===== src/rtl/counter_ctrl_unit.sv =====
// Run/stop/clear/mode control and 0..MAX_COUNT-1 count register for the UART-driven counter.
// Optional UART command decode is compiled in when UART_CMD_EN is defined.
module counter_ctrl_unit #(
    parameter int MAX_COUNT = 10000,
    parameter int CW        = $clog2(MAX_COUNT)
) (
    input  logic          clk,
    input  logic          rst,
    input  logic          i_btn_run_stop,
    input  logic          i_btn_clear,
    input  logic          i_btn_mode,
    input  logic [7:0]    i_rx_data,
    input  logic          i_rx_done,
    input  logic          i_tick,
    output logic          o_tick_enable,
    output logic          o_tick_clear,
    output logic [CW-1:0] o_count,
    output logic          o_down,
    output logic          o_running,
    output logic          o_wrap
);

    typedef enum logic [1:0] {
        ST_STOP  = 2'd0,
        ST_RUN   = 2'd1,
        ST_CLEAR = 2'd2
    } state_t;

    localparam logic [CW-1:0] MAX_VAL = CW'(MAX_COUNT - 1);

    state_t        state;
    state_t        state_nx;
    logic          cmd_clear;
    logic          cmd_toggle;
    logic          cmd_run;
    logic          cmd_stop;
    logic          cmd_mode;
    logic          btn_any;
    logic [CW-1:0] count_nx;
    logic          down_nx;
    logic          wrap_nx;

    assign btn_any = i_btn_run_stop | i_btn_clear | i_btn_mode;

`ifdef UART_CMD_EN
    logic uart_clear;
    logic uart_run;
    logic uart_stop;
    logic uart_mode;

    always_comb begin
        uart_clear = i_rx_done && (i_rx_data == 8'h43);
        uart_run   = i_rx_done && (i_rx_data == 8'h52);
        uart_stop  = i_rx_done && (i_rx_data == 8'h53);
        uart_mode  = i_rx_done && (i_rx_data == 8'h4D);
    end

    // Any button activity masks the UART source for that cycle.
    always_comb begin
        if (btn_any) begin
            cmd_clear  = i_btn_clear;
            cmd_toggle = !i_btn_clear && i_btn_run_stop;
            cmd_mode   = !i_btn_clear && !i_btn_run_stop && i_btn_mode;
            cmd_run    = 1'b0;
            cmd_stop   = 1'b0;
        end else begin
            cmd_clear  = uart_clear;
            cmd_toggle = 1'b0;
            cmd_mode   = uart_mode;
            cmd_run    = uart_run;
            cmd_stop   = uart_stop;
        end
    end
`else
    logic unused_rx;
    assign unused_rx = ^{i_rx_data, i_rx_done, btn_any};

    always_comb begin
        cmd_clear  = i_btn_clear;
        cmd_toggle = !i_btn_clear && i_btn_run_stop;
        cmd_mode   = !i_btn_clear && !i_btn_run_stop && i_btn_mode;
        cmd_run    = 1'b0;
        cmd_stop   = 1'b0;
    end
`endif

    // CLEAR lasts one cycle and ignores every state command while in it.
    always_comb begin
        state_nx = state;
        case (state)
            ST_STOP: begin
                if (cmd_clear)                 state_nx = ST_CLEAR;
                else if (cmd_toggle || cmd_run) state_nx = ST_RUN;
            end
            ST_RUN: begin
                if (cmd_clear)                  state_nx = ST_CLEAR;
                else if (cmd_toggle || cmd_stop) state_nx = ST_STOP;
            end
            ST_CLEAR: state_nx = ST_STOP;
            default:  state_nx = ST_STOP;
        endcase
    end

    // The tick uses the direction held before any same-cycle mode toggle.
    always_comb begin
        count_nx = o_count;
        wrap_nx  = 1'b0;
        down_nx  = o_down ^ cmd_mode;
        if (state == ST_CLEAR || cmd_clear) begin
            count_nx = '0;
        end else if (state == ST_RUN && i_tick) begin
            if (!o_down) begin
                if (o_count == MAX_VAL) begin
                    count_nx = '0;
                    wrap_nx  = 1'b1;
                end else begin
                    count_nx = o_count + CW'(1);
                end
            end else begin
                if (o_count == '0) begin
                    count_nx = MAX_VAL;
                    wrap_nx  = 1'b1;
                end else begin
                    count_nx = o_count - CW'(1);
                end
            end
        end
    end

    always_ff @(posedge clk) begin
        if (!rst) begin
            state         <= ST_STOP;
            o_count       <= '0;
            o_down        <= 1'b0;
            o_wrap        <= 1'b0;
            o_running     <= 1'b0;
            o_tick_enable <= 1'b0;
            o_tick_clear  <= 1'b0;
        end else begin
            state         <= state_nx;
            o_count       <= count_nx;
            o_down        <= down_nx;
            o_wrap        <= wrap_nx;
            o_running     <= (state_nx == ST_RUN);
            o_tick_enable <= (state_nx == ST_RUN);
            o_tick_clear  <= (state_nx == ST_CLEAR);
        end
    end

endmodule


===== config.mk =====
export PLATFORM = sky130hd
export DESIGN_NAME = counter_ctrl_unit
export DESIGN_NICKNAME = d
export VERILOG_FILES = /design/src/rtl/counter_ctrl_unit.sv
export SDC_FILE = /design/constraint.sdc
export NUM_CORES = 1
export LEC_CHECK = 0
export ABC_AREA = 1
export CAP_MARGIN = 15
export CORE_AREA = 2 2 70 72
export DETAILED_ROUTE_END_ITERATION = 10
export DIE_AREA = 0 0 72 74
export PLACE_DENSITY_LB_ADDON = 0.15
export SETUP_SLACK_MARGIN = 0.4
export SLEW_MARGIN = 20
export SYNTH_ARGS = -nofsm -noshare
export SYNTH_HDL_FRONTEND = slang
export SYNTH_SLANG_ARGS = --single-unit

===== constraint.sdc =====
create_clock -name clk -period 1.6 [get_ports clk]
set_input_delay 0.32 -clock clk [delete_from_list [all_inputs] [get_ports clk]]
set_output_delay 0.32 -clock clk [all_outputs]
set_load 0.03 [all_outputs]

==> impl_results.html, run 1 <==
<table>
<tr><th>Metric</th><th>Value</th></tr>
<tr><th colspan="2">Power</th></tr>
<tr><td>Highest ir drop seen on vdd</td><td>296 uV</td></tr>
<tr><td>Static Leak</td><td>1.05 nW</td></tr>
<tr><td>Power density over the cells</td><td>483 nW/um^2</td></tr>
<tr><td>Portion of total power attributed to sequential cells</td><td>48.3%</td></tr>
<tr><td>Cell internal pwr</td><td>0.000740 W</td></tr>
<tr><td>Switching power</td><td>0.000307 W</td></tr>
<tr><td>Switching share of total power</td><td>29.3%</td></tr>
<tr><td>Total power draw</td><td>0.00105 W</td></tr>
<tr><td>Power share of the combinational group</td><td>17.2%</td></tr>
<tr><td>Clock power share</td><td>34.5%</td></tr>
<tr><th colspan="2">Cells and area</th></tr>
<tr><td>Number of diodes added for antenna fixing</td><td>0</td></tr>
<tr><td>Final design utilization</td><td>47.2%</td></tr>
<tr><td>Post-layout net count</td><td>320</td></tr>
<tr><td>Layout Area Growth over Synthesis</td><td>40.3%</td></tr>
<tr><td>Fraction of layout instances using a drive strength above 1</td><td>35.8%</td></tr>
<tr><td>Top library cells by usage in the layout, fill and taps aside</td><td>59 x sky130_fd_sc_hd__nand2_1, 32 x sky130_fd_sc_hd__inv_1, 30 x sky130_fd_sc_hd__buf_4</td></tr>
<tr><td>Leading cell type in the layout, fill and taps excluded</td><td>sky130_fd_sc_hd__nand2_1</td></tr>
<tr><td>Total of fill cells in the finished design</td><td>490</td></tr>
<tr><th colspan="2">Critical path</th></tr>
<tr><td>Data required time of the worst path</td><td>1.76 ns</td></tr>
<tr><td>Arrival time of data at the critical path endpoint</td><td>1.56 ns</td></tr>
<tr><td>Type of element capturing the critical path</td><td>flip-flop</td></tr>
<tr><td>Launching element type of the critical path</td><td>flip-flop</td></tr>
<tr><td>Crit Path Class</td><td>reg -&gt; reg</td></tr>
<tr><td>Peak fanout along the critical path</td><td>5</td></tr>
<tr><th colspan="2">Drt</th></tr>
<tr><td>DRC violations left</td><td>0</td></tr>
<tr><td>Detailed Route Iter0 Violations</td><td>87</td></tr>
<tr><td>Pre-Repair DR Iteration Count</td><td>5</td></tr>
<tr><td>Number of vias per cell</td><td>4.95</td></tr>
<tr><td>Drt wl/cell</td><td>12.6 um</td></tr>
<tr><td>Antenna viol nets, final</td><td>0</td></tr>
<tr><td>Vias after detailed routing</td><td>1762</td></tr>
<tr><td>Final Routed Wirelength</td><td>4490 um</td></tr>
<tr><th colspan="2">STA</th></tr>
<tr><td>Number of hold violations in the final report</td><td>0</td></tr>
<tr><td>Slew Limit Headroom</td><td>80.1%</td></tr>
<tr><td>Fmax</td><td>715 MHz</td></tr>
<tr><td>Slew at the pin closest to its max-slew limit</td><td>0.297 ns</td></tr>
<tr><td>Final Max Slew Viols</td><td>0</td></tr>
<tr><td>Final worst-path cycle share</td><td>87.4%</td></tr>
<tr><td>Final min period</td><td>1.40 ns</td></tr>
<tr><td>Setup repair after global routing missed its margin</td><td>true</td></tr>
<tr><td>Final worst clock skew</td><td>0.00399 ns</td></tr>
<tr><td>Setup-violating endpoint count in the final report</td><td>0</td></tr>
<tr><th colspan="2">Floorplanning</th></tr>
<tr><td>Std-Cell Rows</td><td>25</td></tr>
<tr><td>Horizontal die dimension</td><td>72 um</td></tr>
<tr><td>Core area</td><td>4600 um^2</td></tr>
<tr><td>Effective utilization at floorplan</td><td>33.6%</td></tr>
<tr><td>Ports</td><td>34</td></tr>
<tr><td>Die area</td><td>5330 um^2</td></tr>
<tr><td>Vertical die dimension</td><td>74 um</td></tr>
<tr><th colspan="2">Synth</th></tr>
<tr><td>Distinct cell type count of the synthesized netlist</td><td>29</td></tr>
<tr><td>Post-synth ARST share</td><td>0%</td></tr>
<tr><td>Number of cells produced by synthesis</td><td>260</td></tr>
<tr><td>Syn Nets</td><td>277</td></tr>
<tr><td>Average size of a mapped cell</td><td>5.94 um^2</td></tr>
<tr><td>Post-synthesis cell type with the largest combined area</td><td>sky130_fd_sc_hd__dfxtp_1</td></tr>
<tr><td>Share of the synthesized area in the top cell type</td><td>25.9%</td></tr>
<tr><td>Post-Synthesis Cell Area</td><td>1550 um^2</td></tr>
<tr><td>Yosys Warn Count</td><td>0</td></tr>
<tr><td>Number of flops mapped to enable cells by yosys</td><td>0</td></tr>
<tr><td>Register bit total from synthesis</td><td>20</td></tr>
<tr><td>Ranking of synthesized cells by area</td><td>sky130_fd_sc_hd__dfxtp_1 26%, sky130_fd_sc_hd__nand2_1 16%, sky130_fd_sc_hd__nand3_1 11%</td></tr>
<tr><td>Register area share after synthesis</td><td>25.9%</td></tr>
<tr><td>Most frequently used flop master after synthesis</td><td>sky130_fd_sc_hd__dfxtp_1</td></tr>
<tr><th colspan="2">Global routing</th></tr>
<tr><td>Largest net degree at the start of global routing</td><td>20</td></tr>
<tr><td>Vias in the first global route</td><td>1628</td></tr>
<tr><td>GRT Residual Overflow</td><td>0</td></tr>
<tr><td>Global-route wire length before repair</td><td>7380 um</td></tr>
<tr><td>GRT Overall Usage</td><td>17.7%</td></tr>
<tr><td>Number of antenna violations at the first check in global routing</td><td>0</td></tr>
<tr><th colspan="2">CTS</th></tr>
<tr><td>Clock root buffer</td><td>sky130_fd_sc_hd__clkbuf_8</td></tr>
<tr><td>Max clock buf depth</td><td>2</td></tr>
<tr><td>H-tree levels</td><td>1</td></tr>
<tr><td>Number of sinks handled by clock tree synthesis</td><td>20</td></tr>
<tr><td>Reg clk slew, reported paths</td><td>0.09 ns</td></tr>
<tr><td>Worst skew pair latency</td><td>0.26 ns</td></tr>
<tr><td>CTS Buf Count</td><td>3</td></tr>
<tr><td>CTS tree</td><td>done</td></tr>
<tr><td>Hold-fix buffers, CTS</td><td>0</td></tr>
<tr><th colspan="2">Placed design</th></tr>
<tr><td>IO buf count</td><td>24</td></tr>
<tr><td>Total half-perimeter wirelength after legalization and detailed placement</td><td>3270 um</td></tr>
<tr><td>GP Congestion</td><td>0.878</td></tr>
<tr><th colspan="2">Min path</th></tr>
<tr><td>Class of the tightest hold or removal check</td><td>reg -&gt; reg</td></tr>
<tr><th colspan="2">Flow run</th></tr>
<tr><td>Number of max-capacitance violations reported</td><td>0</td></tr>
<tr><th colspan="2">Status</th></tr>
<tr><td>Run status</td><td>complete, no violations</td></tr>
</table>
what timing repair did:
action	in CTS	in global routing
buffers inserted	6	6
pin swaps	14	12
endpoints found under the setup margin	34	26
resized for setup	112	32
worst paths after layout:
check | endpoint | depth (start not counted) | slack [ns] | from
setup / recovery | o_count[8] | 9 | 0.20 | o_count[0]
hold / removal | state[1] | 1 | 0.50 | state[1]
setup reg to reg | o_count[8] | 9 | 0.20 | o_count[0]
hold reg to reg | state[1] | 1 | 0.50 | state[1]
per-layer routing:
metal	track usage [%]	vias up	part of all wire [%]
met5	0	-	0
met4	6.50	0	1.6
met3	2.85	8	2.9
met2	29.2	32	48
met1	23.4	807	47
li1	-	915	-
critical path: stages (launching register included):
cell and delay (ns):
sky130_fd_sc_hd__dfxtp_4 0.38, sky130_fd_sc_hd__inv_4 0.07, sky130_fd_sc_hd__ha_4 0.15, sky130_fd_sc_hd__nand3_4 0.09, sky130_fd_sc_hd__nor2_4 0.18, sky130_fd_sc_hd__buf_4 0.14
sky130_fd_sc_hd__buf_4 0.09, sky130_fd_sc_hd__nand2_1 0.04, sky130_fd_sc_hd__nand3_1 0.10, sky130_fd_sc_hd__a21oi_2 0.06
flip-flops by register name, summed over array words and instances (netlist names):
name and cells:
o_wrap 1, state 2, o_count 14, o_running 1
o_down 1, o_tick_clear 1
cell usage after synthesis, types with 2 or more instances:
cell type	count
sky130_fd_sc_hd__inv_2	4
sky130_fd_sc_hd__o211ai_1	2
sky130_fd_sc_hd__nand4_1	8
sky130_fd_sc_hd__a21oi_1	5
sky130_fd_sc_hd__xnor2_1	2
sky130_fd_sc_hd__nand3_2	3
sky130_fd_sc_hd__nor3_1	3
sky130_fd_sc_hd__nand2_2	3
sky130_fd_sc_hd__o21ai_0	14
sky130_fd_sc_hd__nor2_1	34
sky130_fd_sc_hd__nor2_4	2
sky130_fd_sc_hd__nor4_1	2
sky130_fd_sc_hd__xor2_1	3
sky130_fd_sc_hd__inv_1	37
sky130_fd_sc_hd__buf_4	4
sky130_fd_sc_hd__nand2_1	65
sky130_fd_sc_hd__dfxtp_1	20
sky130_fd_sc_hd__nand3_1	34
sky130_fd_sc_hd__o21ai_1	4
sky130_fd_sc_hd__ha_1	2
cell type report:
type	count	area, um^2	share of cell area [%]
well taps	54	67.6	3.12
clock inverters	1	3.75	0.173
flip-flops and latches	20	437	20.1
repair buffers	45	344	15.9
multi-input cells	191	1110	51.1
inverters	42	168	7.73
clock buffers	3	41.3	1.90
power by group through the flow:
stage | registers (W) | clock network (W) | logic (W)
6_report | 0.000506 | 0.000361 | 0.000180
5_1_grt | 0.000508 | 0.000404 | 0.000198
4_1_cts | 0.000508 | 0.000389 | 0.000167
3_5_place_dp | 0.000523 | 0 | 0.000162
3_3_place_gp | 0.000523 | 0 | 0.000161
2_1_floorplan | 0.000534 | 0 | 0.0000933
stage by stage:
stage	setup slack, ns	hold slack, ns	area (um^2)	TNS [ns]	std cells
after floorplan	0.295	0.399	1650	0	260
after global placement	-0.0353	0.491	1970	-0.158	340
after detailed placement	-0.0541	0.497	1970	-0.236	340
after CTS	0.171	0.508	2040	0	350
after global routing	0.101	0.546	2170	0	356
final	0.202	0.504	2170	0	356
logic make-up after synthesis:
group | synth area share, %
AND/OR/NAND/NOR | 47.8
buffers and inverters | 13.4
AO/OA/AOI/OAI | 8.42
flip-flops | 25.9
XOR/XNOR | 2.83
adder cells (fa/ha/maj) | 1.62
Note: power is estimated with default switching activity, not from simulation.
==> run 2, diff against run 1 <==
--- a/config.mk
+++ b/config.mk
@@ -7,9 +7,9 @@
 export LEC_CHECK = 0
 export ABC_AREA = 1
 export CAP_MARGIN = 15
-export CORE_AREA = 2 2 70 72
+export CORE_AREA = 2 2 59 61
 export DETAILED_ROUTE_END_ITERATION = 10
-export DIE_AREA = 0 0 72 74
+export DIE_AREA = 0 0 61 63
 export PLACE_DENSITY_LB_ADDON = 0.15
 export SETUP_SLACK_MARGIN = 0.4
 export SLEW_MARGIN = 20
==> run 2 against run 1 <==
Against the previous run: clock power is 14% lower; total power shrank 4.9%; clock skew increased by 0.0048 ns; cell area increased by 3.1%; sequential power hardly changed; maximum frequency shrank 0.93%; final cell count down 0.84%; via count up 2.9%; flip-flop and latch count is the same; critical path type unchanged; critical endpoint is now o_count[10].
==> impl_results.html, run 2 (synthesis gave the netlist of run 1 again) <==
<table>
<tr><th>Metric</th><th>Value</th></tr>
<tr><th colspan="2">Floorplanning</th></tr>
<tr><td>Horizontal die dimension</td><td>61 um</td></tr>
<tr><td>Core area</td><td>3230 um^2</td></tr>
<tr><td>Die area</td><td>3840 um^2</td></tr>
<tr><td>Ports</td><td>34</td></tr>
<tr><td>Vertical die dimension</td><td>63 um</td></tr>
<tr><td>Std-Cell Rows</td><td>21</td></tr>
<tr><td>Effective utilization at floorplan</td><td>47.8%</td></tr>
<tr><th colspan="2">STA</th></tr>
<tr><td>Slew Limit Headroom</td><td>80.9%</td></tr>
<tr><td>Setup-violating endpoint count in the final report</td><td>0</td></tr>
<tr><td>Slew at the pin closest to its max-slew limit</td><td>0.285 ns</td></tr>
<tr><td>Setup TNS after final layout</td><td>0 ns</td></tr>
<tr><td>Fmax</td><td>709 MHz</td></tr>
<tr><td>Final Max Slew Viols</td><td>0</td></tr>
<tr><td>Setup repair after global routing missed its margin</td><td>true</td></tr>
<tr><td>Number of hold violations in the final report</td><td>0</td></tr>
<tr><td>Final min period</td><td>1.41 ns</td></tr>
<tr><td>Final worst-path cycle share</td><td>88.2%</td></tr>
<tr><td>Final worst clock skew</td><td>0.00882 ns</td></tr>
<tr><th colspan="2">Critical path</th></tr>
<tr><td>Worst setup slack for register-to-register paths</td><td>0.19 ns</td></tr>
<tr><td>Crit Path Class</td><td>reg -&gt; reg</td></tr>
<tr><td>Crit Reg-Reg Startpoint</td><td>o_count[1]</td></tr>
<tr><td>Data required time of the worst path</td><td>1.82 ns</td></tr>
<tr><td>Launching element type of the critical path</td><td>flip-flop</td></tr>
<tr><td>Type of element capturing the critical path</td><td>flip-flop</td></tr>
<tr><td>Critical path startpoint</td><td>o_count[1]</td></tr>
<tr><td>Peak fanout along the critical path</td><td>4</td></tr>
<tr><td>Terminus of the critical flop-to-flop path</td><td>o_count[10]</td></tr>
<tr><td>Cells on worst reg2reg path</td><td>9</td></tr>
<tr><td>Arrival time of data at the critical path endpoint</td><td>1.63 ns</td></tr>
<tr><th colspan="2">Cells and area</th></tr>
<tr><td>Top library cells by usage in the layout, fill and taps aside</td><td>60 x sky130_fd_sc_hd__nand2_1, 32 x sky130_fd_sc_hd__inv_1, 30 x sky130_fd_sc_hd__buf_4</td></tr>
<tr><td>Fraction of layout instances using a drive strength above 1</td><td>37.8%</td></tr>
<tr><td>Largest regs</td><td>o_count x14, state x2</td></tr>
<tr><td>Layout Area Growth over Synthesis</td><td>44.6%</td></tr>
<tr><td>Top reg by flops</td><td>o_count</td></tr>
<tr><td>Number of diodes added for antenna fixing</td><td>0</td></tr>
<tr><td>Leading cell type in the layout, fill and taps excluded</td><td>sky130_fd_sc_hd__nand2_1</td></tr>
<tr><td>Number of flip-flops under the largest register name</td><td>14</td></tr>
<tr><td>Final Non-Filler Cells</td><td>353</td></tr>
<tr><td>Post-layout net count</td><td>325</td></tr>
<tr><th colspan="2">Global routing</th></tr>
<tr><td>Number of antenna violations at the first check in global routing</td><td>0</td></tr>
<tr><td>Global-route wire length before repair</td><td>7220 um</td></tr>
<tr><td>Largest net degree at the start of global routing</td><td>20</td></tr>
<tr><td>GRT Overall Usage</td><td>24.2%</td></tr>
<tr><td>GRT Residual Overflow</td><td>0</td></tr>
<tr><td>Vias in the first global route</td><td>1603</td></tr>
<tr><th colspan="2">Drt</th></tr>
<tr><td>Vias after detailed routing</td><td>1813</td></tr>
<tr><td>Pre-Repair DR Iteration Count</td><td>4</td></tr>
<tr><td>Number of vias per cell</td><td>5.14</td></tr>
<tr><td>Detailed Route Iter0 Violations</td><td>139</td></tr>
<tr><td>Final Routed Wirelength</td><td>4280 um</td></tr>
<tr><td>Drt wl/cell</td><td>12.1 um</td></tr>
<tr><td>Antenna viol nets, final</td><td>0</td></tr>
<tr><td>DRC violations left</td><td>0</td></tr>
<tr><th colspan="2">Status</th></tr>
<tr><td>Run status</td><td>complete, no violations</td></tr>
<tr><th colspan="2">Placed design</th></tr>
<tr><td>GP Congestion</td><td>0.884</td></tr>
<tr><td>Total half-perimeter wirelength after legalization and detailed placement</td><td>2990 um</td></tr>
<tr><td>DP Cell Count</td><td>332</td></tr>
<tr><td>IO buf count</td><td>24</td></tr>
<tr><th colspan="2">Flow run</th></tr>
<tr><td>Number of max-capacitance violations reported</td><td>0</td></tr>
<tr><th colspan="2">Min path</th></tr>
<tr><td>Hold Path Cell Cnt</td><td>1</td></tr>
<tr><td>Hold path startpoint</td><td>state[1]</td></tr>
<tr><td>Hold EP</td><td>state[1]</td></tr>
<tr><td>Class of the tightest hold or removal check</td><td>reg -&gt; reg</td></tr>
<tr><th colspan="2">CTS</th></tr>
<tr><td>Number of sinks handled by clock tree synthesis</td><td>20</td></tr>
<tr><td>CTS tree</td><td>done</td></tr>
<tr><td>Reg clk slew, reported paths</td><td>0.12 ns</td></tr>
<tr><td>Hold-fix buffers, CTS</td><td>0</td></tr>
<tr><td>Clock root buffer</td><td>sky130_fd_sc_hd__clkbuf_4</td></tr>
<tr><td>H-tree levels</td><td>1</td></tr>
<tr><td>Max clock buf depth</td><td>2</td></tr>
<tr><td>CTS Buf Count</td><td>3</td></tr>
<tr><td>Worst skew pair latency</td><td>0.31 ns</td></tr>
<tr><th colspan="2">Power</th></tr>
<tr><td>Static Leak</td><td>1.09 nW</td></tr>
<tr><td>Power density over the cells</td><td>446 nW/um^2</td></tr>
<tr><td>Highest ir drop seen on vdd</td><td>389 uV</td></tr>
</table>
run 2: routing by layer:
layer / vias up / track usage [%] / share of wire [%]
li1: 931 / - / -
met1: 813 / 34.0 / 43
met2: 59 / 37.1 / 49
met3: 10 / 3.93 / 6.3
met4: 0 / 7.88 / 2.1
met5: - / 0 / 0
run 2: cell type report:
cell class              instances  area [um^2]
well taps                      46         57.6
clock buffers                   4         36.3
inverters                      42          170
fillers                       288          997
repair buffers                 50          419
flip-flops and latches         20          443
multi-input cells             191         1110
run 2: worst max path at each step:
| stage | slack (ns) | to |
|---|---|---|
| final | 0.19 | o_count[10] |
| after global placement | -0.0005 | o_count[3] |
| after floorplan | 0.29 | o_count[6] |
| after CTS | 0.22 | o_count[4] |
| after detailed placement | -0.00007 | o_count[3] |
| after global routing | 0.1 | o_count[10] |
run 2: repair_timing:
item | 4_1_cts | 5_1_grt
gates resized for setup | 134 | 30
endpoints found under the setup margin | 34 | 29
buffers inserted | 12 | 5
pin swaps | 13 | 12
run 2: metrics by stage:
step	power, W	area [um^2]	util (%)	setup slack, ns	hold WS [ns]
floorplan	0.000627	1650	-	0.295	0.399
global placement	0.000682	1960	60.5	-0.000493	0.495
detailed placement	0.000682	1960	60.5	-0.0000738	0.496
CTS	0.000996	2120	65.5	0.219	0.510
global route	0.00105	2230	69.1	0.0996	0.480
finish	0.000996	2230	69.1	0.189	0.460
run 2: report_power, final:
part	total, W	internal [W]	switching [W]	leakage (nW)
Sequential	0.000504	0.000494	0.0000103	0.173
Clock	0.000311	0.000139	0.000172	0.0210
Combinational	0.000181	0.0000740	0.000107	0.897
Total	0.000996	0.000707	0.000289	1.09
run 2: worst max-delay path, cell delays in order, from the launching register on:
cell                      delay, ns
sky130_fd_sc_hd__dfxtp_4       0.39
sky130_fd_sc_hd__inv_4         0.06
sky130_fd_sc_hd__ha_4          0.15
sky130_fd_sc_hd__nand3_4       0.10
sky130_fd_sc_hd__nor2_1        0.23
sky130_fd_sc_hd__nand4_1       0.12
sky130_fd_sc_hd__nand3_1       0.10
sky130_fd_sc_hd__nand3_1       0.07
sky130_fd_sc_hd__nand2_1       0.06
sky130_fd_sc_hd__inv_1         0.03
==> run 3, diff against run 2 <==
--- a/config.mk
+++ b/config.mk
@@ -12,6 +12,7 @@
 export DIE_AREA = 0 0 61 63
 export PLACE_DENSITY_LB_ADDON = 0.15
 export SETUP_SLACK_MARGIN = 0.4
+export SKIP_CTS_REPAIR_TIMING = 1
 export SLEW_MARGIN = 20
 export SYNTH_ARGS = -nofsm -noshare
 export SYNTH_HDL_FRONTEND = slang
==> run 3 against run 2 <==
Against the previous run: sequential power hardly changed; routed wire length decreased by 5.5%; critical endpoint is now o_count[13]; setup slack worse by 0.024 ns; maximum frequency shrank 1.6%; global-route usage is 2.4 points lower; die area unchanged; hold slack gained 0.051 ns; largest power group unchanged.
==> impl_results.html, run 3 (synthesis gave the netlist of run 1 again) <==
<table>
<tr><th>Metric</th><th>Value</th></tr>
<tr><th colspan="2">Status</th></tr>
<tr><td>Run status</td><td>complete, no violations</td></tr>
<tr><th colspan="2">Placed design</th></tr>
<tr><td>Total half-perimeter wirelength after legalization and detailed placement</td><td>2990 um</td></tr>
<tr><td>GP Congestion</td><td>0.884</td></tr>
<tr><td>IO buf count</td><td>24</td></tr>
<tr><td>DP Cell Count</td><td>332</td></tr>
<tr><th colspan="2">STA</th></tr>
<tr><td>Slew at the pin closest to its max-slew limit</td><td>0.314 ns</td></tr>
<tr><td>Final worst-path cycle share</td><td>89.7%</td></tr>
<tr><td>Final Max Slew Viols</td><td>0</td></tr>
<tr><td>Slew Limit Headroom</td><td>79.1%</td></tr>
<tr><td>Setup-violating endpoint count in the final report</td><td>0</td></tr>
<tr><td>Final min period</td><td>1.43 ns</td></tr>
<tr><td>Setup repair after global routing missed its margin</td><td>true</td></tr>
<tr><td>Number of hold violations in the final report</td><td>0</td></tr>
<tr><td>Fmax</td><td>697 MHz</td></tr>
<tr><td>Final worst clock skew</td><td>0.0101 ns</td></tr>
<tr><th colspan="2">Critical path</th></tr>
<tr><td>Worst setup slack for register-to-register paths</td><td>0.20 ns</td></tr>
<tr><td>Crit Path Class</td><td>reg -&gt; out</td></tr>
<tr><td>Crit Reg-Reg Startpoint</td><td>o_count[1]</td></tr>
<tr><td>Cells on worst reg2reg path</td><td>8</td></tr>
<tr><td>Critical path startpoint</td><td>o_count[13]</td></tr>
<tr><td>Combined buffer and inverter count along the critical path</td><td>1</td></tr>
<tr><td>Worst stage delay on the critical path</td><td>0.47 ns</td></tr>
<tr><td>Terminus of the critical flop-to-flop path</td><td>o_wrap</td></tr>
<tr><td>Cells along the critical path</td><td>dlymetal6s2s_1</td></tr>
<tr><td>Data required time of the worst path</td><td>1.28 ns</td></tr>
<tr><td>Number of stages on the worst setup path</td><td>1</td></tr>
<tr><td>Arrival time of data at the critical path endpoint</td><td>1.11 ns</td></tr>
<tr><td>Slowest stage cell on the critical path</td><td>sky130_fd_sc_hd__dfxtp_1</td></tr>
<tr><td>Peak fanout along the critical path</td><td>6</td></tr>
<tr><td>Critical path's top delay family</td><td>flip-flops</td></tr>
<tr><td>Destination of the critical timing path</td><td>o_count[13]</td></tr>
<tr><td>Launching element type of the critical path</td><td>flip-flop</td></tr>
<tr><td>Type of element capturing the critical path</td><td>output pin</td></tr>
<tr><th colspan="2">Floorplanning</th></tr>
<tr><td>Die area</td><td>3840 um^2</td></tr>
<tr><td>Effective utilization at floorplan</td><td>47.8%</td></tr>
<tr><td>Std-Cell Rows</td><td>21</td></tr>
<tr><td>Ports</td><td>34</td></tr>
<tr><td>Core area</td><td>3230 um^2</td></tr>
<tr><td>Vertical die dimension</td><td>63 um</td></tr>
<tr><td>Horizontal die dimension</td><td>61 um</td></tr>
<tr><th colspan="2">Cells and area</th></tr>
<tr><td>Top reg by flops</td><td>o_count</td></tr>
<tr><td>Top library cells by usage in the layout, fill and taps aside</td><td>60 x sky130_fd_sc_hd__nand2_1, 32 x sky130_fd_sc_hd__inv_1, 30 x sky130_fd_sc_hd__nand3_1</td></tr>
<tr><td>Fraction of layout instances using a drive strength above 1</td><td>33.0%</td></tr>
<tr><td>Number of flip-flops under the largest register name</td><td>14</td></tr>
<tr><td>Final Non-Filler Cells</td><td>346</td></tr>
<tr><td>Post-layout net count</td><td>318</td></tr>
<tr><td>Layout Area Growth over Synthesis</td><td>37.6%</td></tr>
<tr><td>Number of diodes added for antenna fixing</td><td>0</td></tr>
<tr><td>Largest regs</td><td>o_count x14, state x2</td></tr>
<tr><td>Leading cell type in the layout, fill and taps excluded</td><td>sky130_fd_sc_hd__nand2_1</td></tr>
<tr><th colspan="2">Global routing</th></tr>
<tr><td>GRT Residual Overflow</td><td>0</td></tr>
<tr><td>GRT Overall Usage</td><td>21.8%</td></tr>
<tr><td>Number of antenna violations at the first check in global routing</td><td>0</td></tr>
<tr><td>Global-route wire length before repair</td><td>6470 um</td></tr>
<tr><td>Largest net degree at the start of global routing</td><td>20</td></tr>
<tr><td>Vias in the first global route</td><td>1464</td></tr>
<tr><th colspan="2">CTS</th></tr>
<tr><td>CTS Buf Count</td><td>3</td></tr>
<tr><td>CTS tree</td><td>done</td></tr>
<tr><td>H-tree levels</td><td>1</td></tr>
<tr><td>Worst skew pair latency</td><td>0.31 ns</td></tr>
<tr><td>Reg clk slew, reported paths</td><td>0.13 ns</td></tr>
<tr><td>Clock root buffer</td><td>sky130_fd_sc_hd__clkbuf_4</td></tr>
<tr><td>Number of sinks handled by clock tree synthesis</td><td>20</td></tr>
<tr><td>Max clock buf depth</td><td>2</td></tr>
<tr><th colspan="2">Min path</th></tr>
<tr><td>Hold path startpoint</td><td>state[1]</td></tr>
<tr><td>Class of the tightest hold or removal check</td><td>reg -&gt; reg</td></tr>
<tr><th colspan="2">Power</th></tr>
<tr><td>Highest ir drop seen on vdd</td><td>383 uV</td></tr>
<tr><td>Total power draw</td><td>0.000985 W</td></tr>
<tr><td>Static Leak</td><td>1.09 nW</td></tr>
<tr><td>Power density over the cells</td><td>463 nW/um^2</td></tr>
<tr><th colspan="2">Flow run</th></tr>
<tr><td>Number of max-capacitance violations reported</td><td>0</td></tr>
<tr><th colspan="2">Drt</th></tr>
<tr><td>Antenna viol nets, final</td><td>0</td></tr>
<tr><td>Drt wl/cell</td><td>11.7 um</td></tr>
<tr><td>Number of vias per cell</td><td>5.13</td></tr>
<tr><td>DRC violations left</td><td>0</td></tr>
<tr><td>Detailed Route Iter0 Violations</td><td>127</td></tr>
<tr><td>Final Routed Wirelength</td><td>4050 um</td></tr>
<tr><td>Vias after detailed routing</td><td>1774</td></tr>
<tr><td>Pre-Repair DR Iteration Count</td><td>4</td></tr>
</table>
-- run 3: cell count changes in the layout (fill, tap and decap cells not counted), sizes merged --
| cell | delta |
|---|---|
| buf | -15 |
| clkbuf | +6 |
| dlymetal6s2s | +2 |
-- run 3: final cells by class --
| type | count | area [um^2] |
|---|---|---|
| clock buffer | 4 | 36.3 |
| fill | 294 | 1110 |
| inverter | 42 | 168 |
| multi-input combinational | 191 | 1070 |
| sequential | 20 | 438 |
| tap | 46 | 57.6 |
| timing repair buffer | 43 | 357 |
-- run 3: layer usage --
layer	vias to the layer above	part of all wire, %	track usage (%)
met1	798	47	31.3
met2	53	46	32.5
met3	11	4.5	3.52
met4	0	2.4	7.07
li1	912	-	-
met5	-	0	0
-- run 3: stage by stage --
step / util (%) / worst slack (ns) / hold WS, ns / cell area [um^2] / TNS, ns
global route: 65.8 / 0.0913 / 0.548 / 2130 / 0
finish: 65.8 / 0.165 / 0.511 / 2130 / 0
global placement: 60.5 / -0.000493 / 0.495 / 1960 / -0.000493
floorplan: - / 0.295 / 0.399 / 1650 / 0
CTS: 61.6 / -0.216 / 0.510 / 1990 / -2.34
detailed placement: 60.5 / -0.0000738 / 0.496 / 1960 / -0.0000738
-- run 3: worst min path at each step --
stage / depth (start not counted) / slack, ns / endpoint
after floorplan: 1 / 0.40 / o_running
after global placement: 1 / 0.49 / state[0]
after detailed placement: 1 / 0.50 / state[1]
after CTS: 1 / 0.51 / o_tick_clear
after global routing: 1 / 0.55 / state[1]
final: 1 / 0.51 / o_tick_clear
-- run 3: where the power goes --
group	total, W	switching (W)	internal [W]	leakage, nW
registers	0.000505	0.0000103	0.000495	0.171
logic	0.000171	0.000101	0.0000701	0.895
clock network	0.000308	0.000169	0.000139	0.0210
total	0.000985	0.000281	0.000704	1.09
